File: src/rtl/mult_arb_pkg.sv
// Shared definitions for the two-requester arbitrated multiplier: sizes,
// FSM state encoding and the arbitration pick function.
package mult_arb_pkg;

  localparam int NREQ = 2;
  localparam int DW   = 8;

  typedef enum logic [1:0] {
    IDLE = 2'd0,
    EXEC = 2'd1,
    DONE = 2'd2
  } state_e;

  // One-hot winner among the valid requesters. When both are valid, round-robin
  // picks the one not served last; fixed priority always picks requester 0.
  function automatic logic [NREQ-1:0] arb_pick(input logic [NREQ-1:0] valid,
                                               input logic            last,
                                               input logic            rr);
    logic [NREQ-1:0] g;
    g = '0;
    case (valid)
      2'b01:   g = 2'b01;
      2'b10:   g = 2'b10;
      2'b11:   g = (rr && !last) ? 2'b10 : 2'b01;
      default: g = '0;
    endcase
    return g;
  endfunction

endpackage

File: src/rtl/mult.sv
// Combinational signed multiplier returning the low W bits of the product
// (two's-complement wrap, no saturation).
module mult #(
  parameter int W = 8
) (
  input  logic signed [W-1:0] a_i,
  input  logic signed [W-1:0] b_i,
  output logic signed [W-1:0] p_o
);

  // Evaluated in a W-bit context, so only the low W product bits are formed.
  assign p_o = a_i * b_i;

endmodule

File: src/rtl/mult_arb.sv
// Two requesters share one signed 8x8 multiplier through a three-state
// IDLE/EXEC/DONE controller.
//
// Handshakes: a request transfers on a clk edge where req_valid[i] and
// req_ready[i] are both 1; req_ready is only offered in IDLE, one-hot for the
// winner. A response is held (rsp_valid[grant], rsp_data stable) until
// rsp_ack[grant] is 1 at a clk edge; other ack bits are ignored.
module mult_arb
  import mult_arb_pkg::*;
#(
  parameter int RR_EN = 1
) (
  input  logic                 clk,
  input  logic                 reset,
  input  logic [NREQ-1:0]      req_valid,
  output logic [NREQ-1:0]      req_ready,
  input  logic signed [DW-1:0] req0_a,
  input  logic signed [DW-1:0] req0_b,
  input  logic signed [DW-1:0] req1_a,
  input  logic signed [DW-1:0] req1_b,
  output logic [NREQ-1:0]      rsp_valid,
  input  logic [NREQ-1:0]      rsp_ack,
  output logic signed [DW-1:0] rsp_data,
  output logic                 busy,
  output state_e               dbg_state
);

  state_e              state_q, state_d;
  logic                grant_q, grant_d;
  logic                last_q, last_d;
  logic signed [DW-1:0] a_q, a_d;
  logic signed [DW-1:0] b_q, b_d;
  logic signed [DW-1:0] data_q, data_d;
  logic [NREQ-1:0]     win;
  logic                hs;
  logic signed [DW-1:0] prod;

  mult #(.W(DW)) u_mult (
    .a_i (a_q),
    .b_i (b_q),
    .p_o (prod)
  );

  assign win       = arb_pick(req_valid, last_q, RR_EN != 0);
  assign req_ready = (state_q == IDLE && !reset) ? win : '0;
  assign hs        = |(req_valid & req_ready);

  always_comb begin
    state_d = state_q;
    grant_d = grant_q;
    last_d  = last_q;
    a_d     = a_q;
    b_d     = b_q;
    data_d  = data_q;
    case (state_q)
      IDLE: begin
        if (hs) begin
          grant_d = win[1];
          last_d  = win[1];
          a_d     = win[1] ? req1_a : req0_a;
          b_d     = win[1] ? req1_b : req0_b;
          state_d = EXEC;
        end
      end
      EXEC: begin
        data_d  = prod;
        state_d = DONE;
      end
      DONE: begin
        if (rsp_ack[grant_q]) begin
          state_d = IDLE;
        end
      end
      default: state_d = IDLE;
    endcase
  end

  // Last-served resets to requester 1 so requester 0 wins the first contest.
  always_ff @(posedge clk) begin
    if (reset) begin
      state_q <= IDLE;
      grant_q <= 1'b0;
      last_q  <= 1'b1;
      a_q     <= '0;
      b_q     <= '0;
      data_q  <= '0;
    end else begin
      state_q <= state_d;
      grant_q <= grant_d;
      last_q  <= last_d;
      a_q     <= a_d;
      b_q     <= b_d;
      data_q  <= data_d;
    end
  end

  assign rsp_valid = (state_q == DONE) ? (grant_q ? 2'b10 : 2'b01) : 2'b00;
  assign rsp_data  = data_q;
  assign busy      = (state_q != IDLE);
  assign dbg_state = state_q;

endmodule

File: config.mk
export PLATFORM = sky130hd
export DESIGN_NAME = mult_arb
export DESIGN_NICKNAME = d
export VERILOG_FILES = /design/src/rtl/mult_arb_pkg.sv /design/src/rtl/mult.sv /design/src/rtl/mult_arb.sv
export SDC_FILE = /design/constraint.sdc
export NUM_CORES = 1
export LEC_CHECK = 0
export ABC_AREA = 1
export BUFFER_PORTS_ARGS = -buffer_cell sky130_fd_sc_hd__buf_2
export CAP_MARGIN = 30
export CORE_MARGIN = 2
export CORE_UTILIZATION = 45
export CTS_CLUSTER_DIAMETER = 40
export DETAILED_ROUTE_END_ITERATION = 8
export GPL_ROUTABILITY_DRIVEN = 0
export HOLD_SLACK_MARGIN = 0.05
export PLACE_DENSITY = 0.76
export SETUP_SLACK_MARGIN = 0.5
export SYNTH_ARGS = -nofsm -noshare
export SYNTH_HDL_FRONTEND = slang
export SYNTH_SLANG_ARGS = --single-unit
File: constraint.sdc
create_clock -name clk -period 3.35 [get_ports clk]
set_input_delay 0.8375 -clock clk [delete_from_list [all_inputs] [get_ports clk]]
set_output_delay 0.8375 -clock clk [all_outputs]
set_load 0.02 [all_outputs]
==> flow_summary.json, run 1 <==
{
  "outcome": "finished with violations",
  "violations": "negative setup slack",
  "p_leak_nw": 1.74,
  "finalSetupViolCount": 1,
  "max_freq_mhz": 294,
  "root_buffer": "clkbuf_8",
  "ys_seq_area_share_pct": 23.4,
  "syn_inst": 350,
  "worstSetupPathType": "register to register",
  "ff2ff_setup_slack_ps": -60,
  "drt-met1-wl_microns": 2350,
  "num_vias": 2293,
  "antenna_left": 0,
  "place_area_sq_mm": 0.00286,
  "cts_tree": "yes",
  "grt_max_degree": 33,
  "crit_slowest_cell": "fa_1",
  "rr_startpoint": "a_q[2]$_SDFFE_PP0P_",
  "via_per_inst": 4.72,
  "synth_seq_cells": 28,
  "slew_violations": 0,
  "clk_pin_slew_ps": 100,
  "routed-wl-met3_microns": 141,
  "drt_iter0_markers": 97,
  "wl_microns": 5430,
  "wl_met2_microns": 2850,
  "required_ps": 3510,
  "power.density_mw_per_mm2": 334,
  "worstMarginPinSlew_ps": 671,
  "numCtsBuffers": 3,
  "ir_worst_vdd_mv": 0.232,
  "rsz0062_at_grt": "true",
  "syn_to_final_growth_pct": 25.7,
  "coreArea_sq_mm": 0.00511,
  "critPathCaptureType": "register",
  "fin_area_sq_mm": 0.00301,
  "clk_path_buf_depth": 2,
  "totalPowerFinal_w": 0.00101,
  "finalHoldViolations": 0,
  "grt_pass1_wl_microns": 9690,
  "clock_sinks": 28,
  "r2r-end": "rsp_data[7]$_SDFFE_PP0N_",
  "initial_core_util_pct": 46.9,
  "crit_arrival_ps": 3570,
  "final_nets": 486,
  "placementRows": 26,
  "first_pass_iters": 4,
  "hold_buffers": 0,
  "fp.dieW_microns": 77.0,
  "cts.htree.levels": 1,
  "post-route-util_pct": 59.0,
  "grt_pass1_vias": 2281,
  "wire_per_inst_microns": 11.2,
  "ys_types": 27,
  "relSlewSlack_pct": 55.1,
  "grt_overflow_total": 0,
  "hold_class": "register to register",
  "antenna_found_initial": 0,
  "avgSynthCellArea_sq_um": 6.85,
  "die_h_microns": 77.0,
  "portBuffers": 52,
  "worst-r2r-cell-count": 18,
  "drc": 0,
  "crit_start": "a_q[2]$_SDFFE_PP0P_",
  "track_usage_pct": 19.9,
  "yosysWarnings": 0,
  "period_share_pct": 102,
  "drive_gt1_share_pct": 32.2,
  "antenna_cells": 0,
  "top_layer": "met4",
  "cp_max_fo": 5,
  "fin_crit_ps": 3410,
  "finClkSkew_ps": 10.3,
  "dieArea_sq_mm": 0.00592,
  "syn-cell-area_sq_mm": 0.00240,
  "setup_ws_ps": -56.7,
  "syn_nets": 419,
  "endpoint": "rsp_data[7]$_SDFFE_PP0N_",
  "finalSetupTns_ps": -56.7,
  "cap_viol_max_count": 0,
  "worstSkewPairLatency_ps": 280,
  "worstPathCellList": "nand2_1, fa_2, fa_1, fa_1, fa_1, inv_2, ha_4, nand3_2, nand3_2, inv_1, nand2_2, nand2_2, nand2_2, inv_2, nor2_2, nand2_1, nand2_1, a21oi_1",
  "timing.critical_path.from_type": "register",
  "dpl.hpwl_microns": 4350,
  "num_io_pins": 53,
  "max_stage_delay_ps": 510
}
==> through the flow <==
stage          hold WS [ps]  std cells  setup slack, ps
6_report                481        486            -56.7
5_1_grt                 500        486             -277
4_1_cts                 481        486            -53.9
3_5_place_dp            467        479             -184
3_3_place_gp            461        479            -18.0
2_1_floorplan           493        350             17.2
==> layer usage <==
metal	vias up	global-route usage [%]
met4	0	5.71
met2	51	38.4
met1	1047	23.2
met5	-	0
li1	1187	-
met3	8	1.76
==> critical path: cells and delay by family, from the launching register on <==
kind	cells	cell delay, ps
simple gates	9	620
fa+ha+maj	5	2090
compound gates	1	50
flops	1	380
buf+inv	3	140
==> placed cells by master (no fill, tap or decap) <==
cell,n
xnor2_1,2
nand3_2,2
nor2_1,47
a211oi_2,10
dfxtp_1,18
o21ai_0,15
nand3_1,15
dfxtp_2,5
a211oi_1,6
clkinv_1,1
o211ai_2,1
nand2_4,2
dfxtp_4,5
buf_2,52
o21ai_1,8
buf_4,20
xnor2_2,1
clkbuf_8,4
inv_1,75
inv_2,13
nor2_2,1
a21oi_1,4
o31ai_1,1
fa_1,10
ha_4,3
nand2_2,8
nand4_1,1
xor2_1,1
a21oi_4,1
buf_6,3
fa_2,2
nand2_1,62
nor2_4,1
ha_1,16
==> cell families (layout without fill, tap and decap cells) <==
| family | count (synthesis) | count (layout) | share of synthesized area [%] |
|---|---|---|---|
| simple gates | 139 | 139 | 23.9 |
| flops | 28 | 28 | 23.4 |
| compound gates | 46 | 46 | 14.3 |
| xor+xnor | 4 | 4 | 1.46 |
| buf+inv | 102 | 168 | 17.0 |
| fa+ha+maj | 31 | 31 | 19.9 |
==> area by class of cell <==
type | count | area [sq um]
Clock buffer | 4 | 55.1
Fill cell | 459 | 2100
Inverter | 89 | 334
Multi-Input combinational cell | 220 | 1510
Sequential cell | 28 | 586
Tap cell | 70 | 87.6
Timing Repair Buffer | 75 | 444
==> power by group <==
part	internal [W]	total, W	switching (W)
clock network	0.000105	0.000215	0.000109
logic	0.000161	0.000379	0.000218
registers	0.000376	0.000412	0.0000366
total	0.000642	0.00101	0.000364
==> state kept, by name (all words and copies together) (netlist names) <==
name       flops
a_q            8
grant_q        1
last_q         1
dbg_state      2
rsp_data       8
b_q            8
==> how the worst min path moves through the flow <==
stage	from	endpoint	slack, ps	cells after the start
after floorplan	grant_q$_SDFFE_PP0P_	grant_q$_SDFFE_PP0P_	490	2
after global placement	rsp_data[0]$_SDFFE_PP0N_	rsp_data[0]$_SDFFE_PP0N_	460	2
after detailed placement	rsp_data[0]$_SDFFE_PP0N_	rsp_data[0]$_SDFFE_PP0N_	470	2
after CTS	rsp_data[0]$_SDFFE_PP0N_	rsp_data[0]$_SDFFE_PP0N_	480	2
after global routing	rsp_data[0]$_SDFFE_PP0N_	rsp_data[0]$_SDFFE_PP0N_	500	2
final	rsp_data[0]$_SDFFE_PP0N_	rsp_data[0]$_SDFFE_PP0N_	480	2
==> cell usage after synthesis, drive strengths merged <==
| cell type | instances | area, sq um |
|---|---|---|
| nand2 | 72 | 290 |
| o211ai | 1 | 12.5 |
| inv | 88 | 330 |
| a21oi | 5 | 36.3 |
| fa | 12 | 240 |
| nand3 | 17 | 85.1 |
| xnor2 | 3 | 26.3 |
| xor2 | 1 | 8.76 |
| buf | 9 | 58.8 |
| nor2 | 49 | 191 |
| a211oi | 16 | 170 |
| ha | 19 | 238 |
| nand4 | 1 | 6.26 |
| o21ai | 23 | 115 |
| clkbuf | 4 | 15.0 |
| dfxtp | 28 | 561 |
| clkinv | 1 | 3.75 |
| o31ai | 1 | 7.51 |
==> repair_timing <==
action | CTS | global route
buffers inserted | 3 | 0
gates resized for setup | 22 | 5
endpoints found under the setup margin | 3 | 3
pin swaps | 13 | 1
Note: power is estimated with default switching activity, not from simulation.
==> run 2: changes to the inputs <==
Settings changed: GPL_TIMING_DRIVEN set to 0.
==> run 2 against run 1 <==
The flow still finishes with violations (negative setup slack). Via count is 4.6% lower. Maximum frequency decreased by 2.0%. Total power fell by 0.67%. Hold slack improved by 7.0 ps. Combinational power hardly changed. Core utilization decreased by 0.54 points. Global-route usage shrank 1.6 points. Flip-flop and latch count unchanged. Clock power hardly changed. Die area did not move.
==> flow_summary.json, run 2 (synthesized netlist as in run 1, its figures left out) <==
{
  "cellInternalPower_w": 0.000635,
  "rsz0062_at_grt": "true",
  "root_buffer": "clkbuf_8",
  "antenna_cells": 0,
  "num_vias": 2187,
  "worstSetupPathType": "register to register",
  "max_freq_mhz": 288,
  "hold_class": "register to register",
  "finalHoldViolations": 0,
  "crit_arrival_ps": 3650,
  "timing.critical_path.from_type": "register",
  "wire_per_inst_microns": 10.4,
  "worstSkewPairLatency_ps": 280,
  "first_pass_iters": 4,
  "syn_to_final_growth_pct": 24.5,
  "cts.htree.levels": 1,
  "crit_family": "adder cells",
  "finalSetupTns_ps": -125,
  "antenna_found_initial": 0,
  "final_cell_mix": "75 x inv_1, 61 x nand2_1, 54 x buf_2",
  "finalSetupViolCount": 1,
  "worstPathCellList": "buf_6, nand2_2, inv_2, fa_1, ha_1, inv_2, fa_1, fa_1, inv_2, ha_4, nand3_4, nand3_4, inv_2, nand2_2, nand2_2, nand2_2, inv_2, nor2_1, nand2_1, nand2_2, a21oi_2",
  "p_leak_nw": 1.71,
  "clk_pin_slew_ps": 100,
  "grt_pass1_vias": 2157,
  "coreArea_sq_mm": 0.00511,
  "drt_iter0_markers": 44,
  "placementRows": 26,
  "initial_core_util_pct": 46.9,
  "die_h_microns": 77.0,
  "holdPathEnd": "rsp_data[0]$_SDFFE_PP0N_",
  "r2r-end": "rsp_data[7]$_SDFFE_PP0N_",
  "p_sw_share_pct": 36.4,
  "finClkSkew_ps": 6.67,
  "pwr-share-seq_pct": 41.0,
  "clock_sinks": 28,
  "worst-r2r-cell-count": 21,
  "rr_startpoint": "b_q[2]$_SDFFE_PP0P_",
  "ff2ff_setup_slack_ps": -120,
  "dieArea_sq_mm": 0.00592,
  "path_depth": 21,
  "hp-start": "rsp_data[0]$_SDFFE_PP0N_",
  "switchingPower_w": 0.000364,
  "fin_crit_ps": 3470,
  "required_ps": 3520,
  "drc": 0,
  "clk_path_buf_depth": 2,
  "fill_cells": 501,
  "grt_pass1_wl_microns": 9070,
  "violations": "negative setup slack",
  "grt_max_degree": 16,
  "cts_tree": "yes",
  "fin_area_sq_mm": 0.00298,
  "track_usage_pct": 18.3,
  "final_nets": 480,
  "dpl.hpwl_microns": 4040,
  "timing.hold.ws_ps": 488,
  "critPathCaptureType": "register",
  "combPwrFrac_pct": 37.8,
  "drive_gt1_share_pct": 30.0,
  "antenna_left": 0,
  "wl_microns": 5000,
  "slew_violations": 0,
  "cap_viol_max_count": 0,
  "place_area_sq_mm": 0.00281,
  "worstHoldPathCells": 2,
  "portBuffers": 52,
  "clkPwrFrac_pct": 21.2,
  "num_io_pins": 53,
  "fp.dieW_microns": 77.0,
  "ir_worst_vdd_mv": 0.248,
  "outcome": "finished with violations",
  "post-route-util_pct": 58.4,
  "final_common_cell": "inv_1",
  "max_stage_delay_ps": 520,
  "cp_max_fo": 4,
  "relSlewSlack_pct": 72.9,
  "period_share_pct": 104,
  "via_per_inst": 4.56,
  "power.density_mw_per_mm2": 335,
  "crit_buf_inv": 6,
  "grt_overflow_total": 0,
  "setup_ws_ps": -125,
  "crit_slowest_cell": "fa_1",
  "worstMarginPinSlew_ps": 407,
  "numCtsBuffers": 3
}
run 2: worst max-delay path by stage:
stage | from | to | slack [ps]
3_3_place_gp | b_q[2]$_SDFFE_PP0P_ | rsp_data[7]$_SDFFE_PP0N_ | -210
2_1_floorplan | b_q[2]$_SDFFE_PP0P_ | rsp_data[7]$_SDFFE_PP0N_ | 20
6_report | b_q[2]$_SDFFE_PP0P_ | rsp_data[7]$_SDFFE_PP0N_ | -120
4_1_cts | b_q[2]$_SDFFE_PP0P_ | rsp_data[7]$_SDFFE_PP0N_ | -160
3_5_place_dp | b_q[2]$_SDFFE_PP0P_ | rsp_data[7]$_SDFFE_PP0N_ | -280
5_1_grt | b_q[0]$_SDFFE_PP0P_ | rsp_data[7]$_SDFFE_PP0N_ | -360
run 2: timing repair:
item / CTS / global route
endpoints found under the hold margin: 0 / 0
hold buffers: 0 / 0
endpoints found under the setup margin: 3 / 3
resized for setup: 21 / 2
setup buffers: 4 / 0
pin swaps: 16 / 0
run 2: through the flow:
stage	worst slack (ps)	total power (W)	instances
2_1_floorplan	17.2	0.000660	350
3_3_place_gp	-208	0.000752	472
3_5_place_dp	-278	0.000761	472
4_1_cts	-157	0.00100	480
5_1_grt	-362	0.00107	480
6_report	-125	0.000999	480
run 2: cell type report:
class | count | area, sq um | share of cell area [%]
Tap cell | 70 | 87.6 | 2.94
Timing Repair Buffer | 56 | 294 | 9.85
Clock buffer | 4 | 55.1 | 1.84
Inverter | 89 | 334 | 11.2
Multi-Input combinational cell | 220 | 1550 | 51.8
Buffer | 13 | 96.3 | 3.23
Sequential cell | 28 | 571 | 19.1
run 2: power groups by stage:
| stage | clock (W) | sequential (W) | combinational [W] |
|---|---|---|---|
| finish | 0.000212 | 0.000410 | 0.000378 |
| global route | 0.000223 | 0.000415 | 0.000430 |
| CTS | 0.000214 | 0.000409 | 0.000381 |
| detailed placement | 0 | 0.000416 | 0.000345 |
| global placement | 0 | 0.000416 | 0.000336 |
| floorplan | 0 | 0.000425 | 0.000234 |
run 2: per-layer routing:
layer  part of all wire [%]  wire (microns)  global-route usage [%]  vias up
met5                      0               0                       0        -
met4                    1.4              72                    5.89        0
met3                    2.3             117                    1.41        5
met2                     50            2500                    34.7       33
met1                     46            2320                    21.7      975
li1                       -               -                       -     1174
run 2: tightest hold or removal path: cells and delay by family, from the launching register on:
kind,cells,cell delay (ps)
AO/OA/AOI/OAI,1,60
flip-flops,1,330
AND/OR/NAND/NOR,1,70
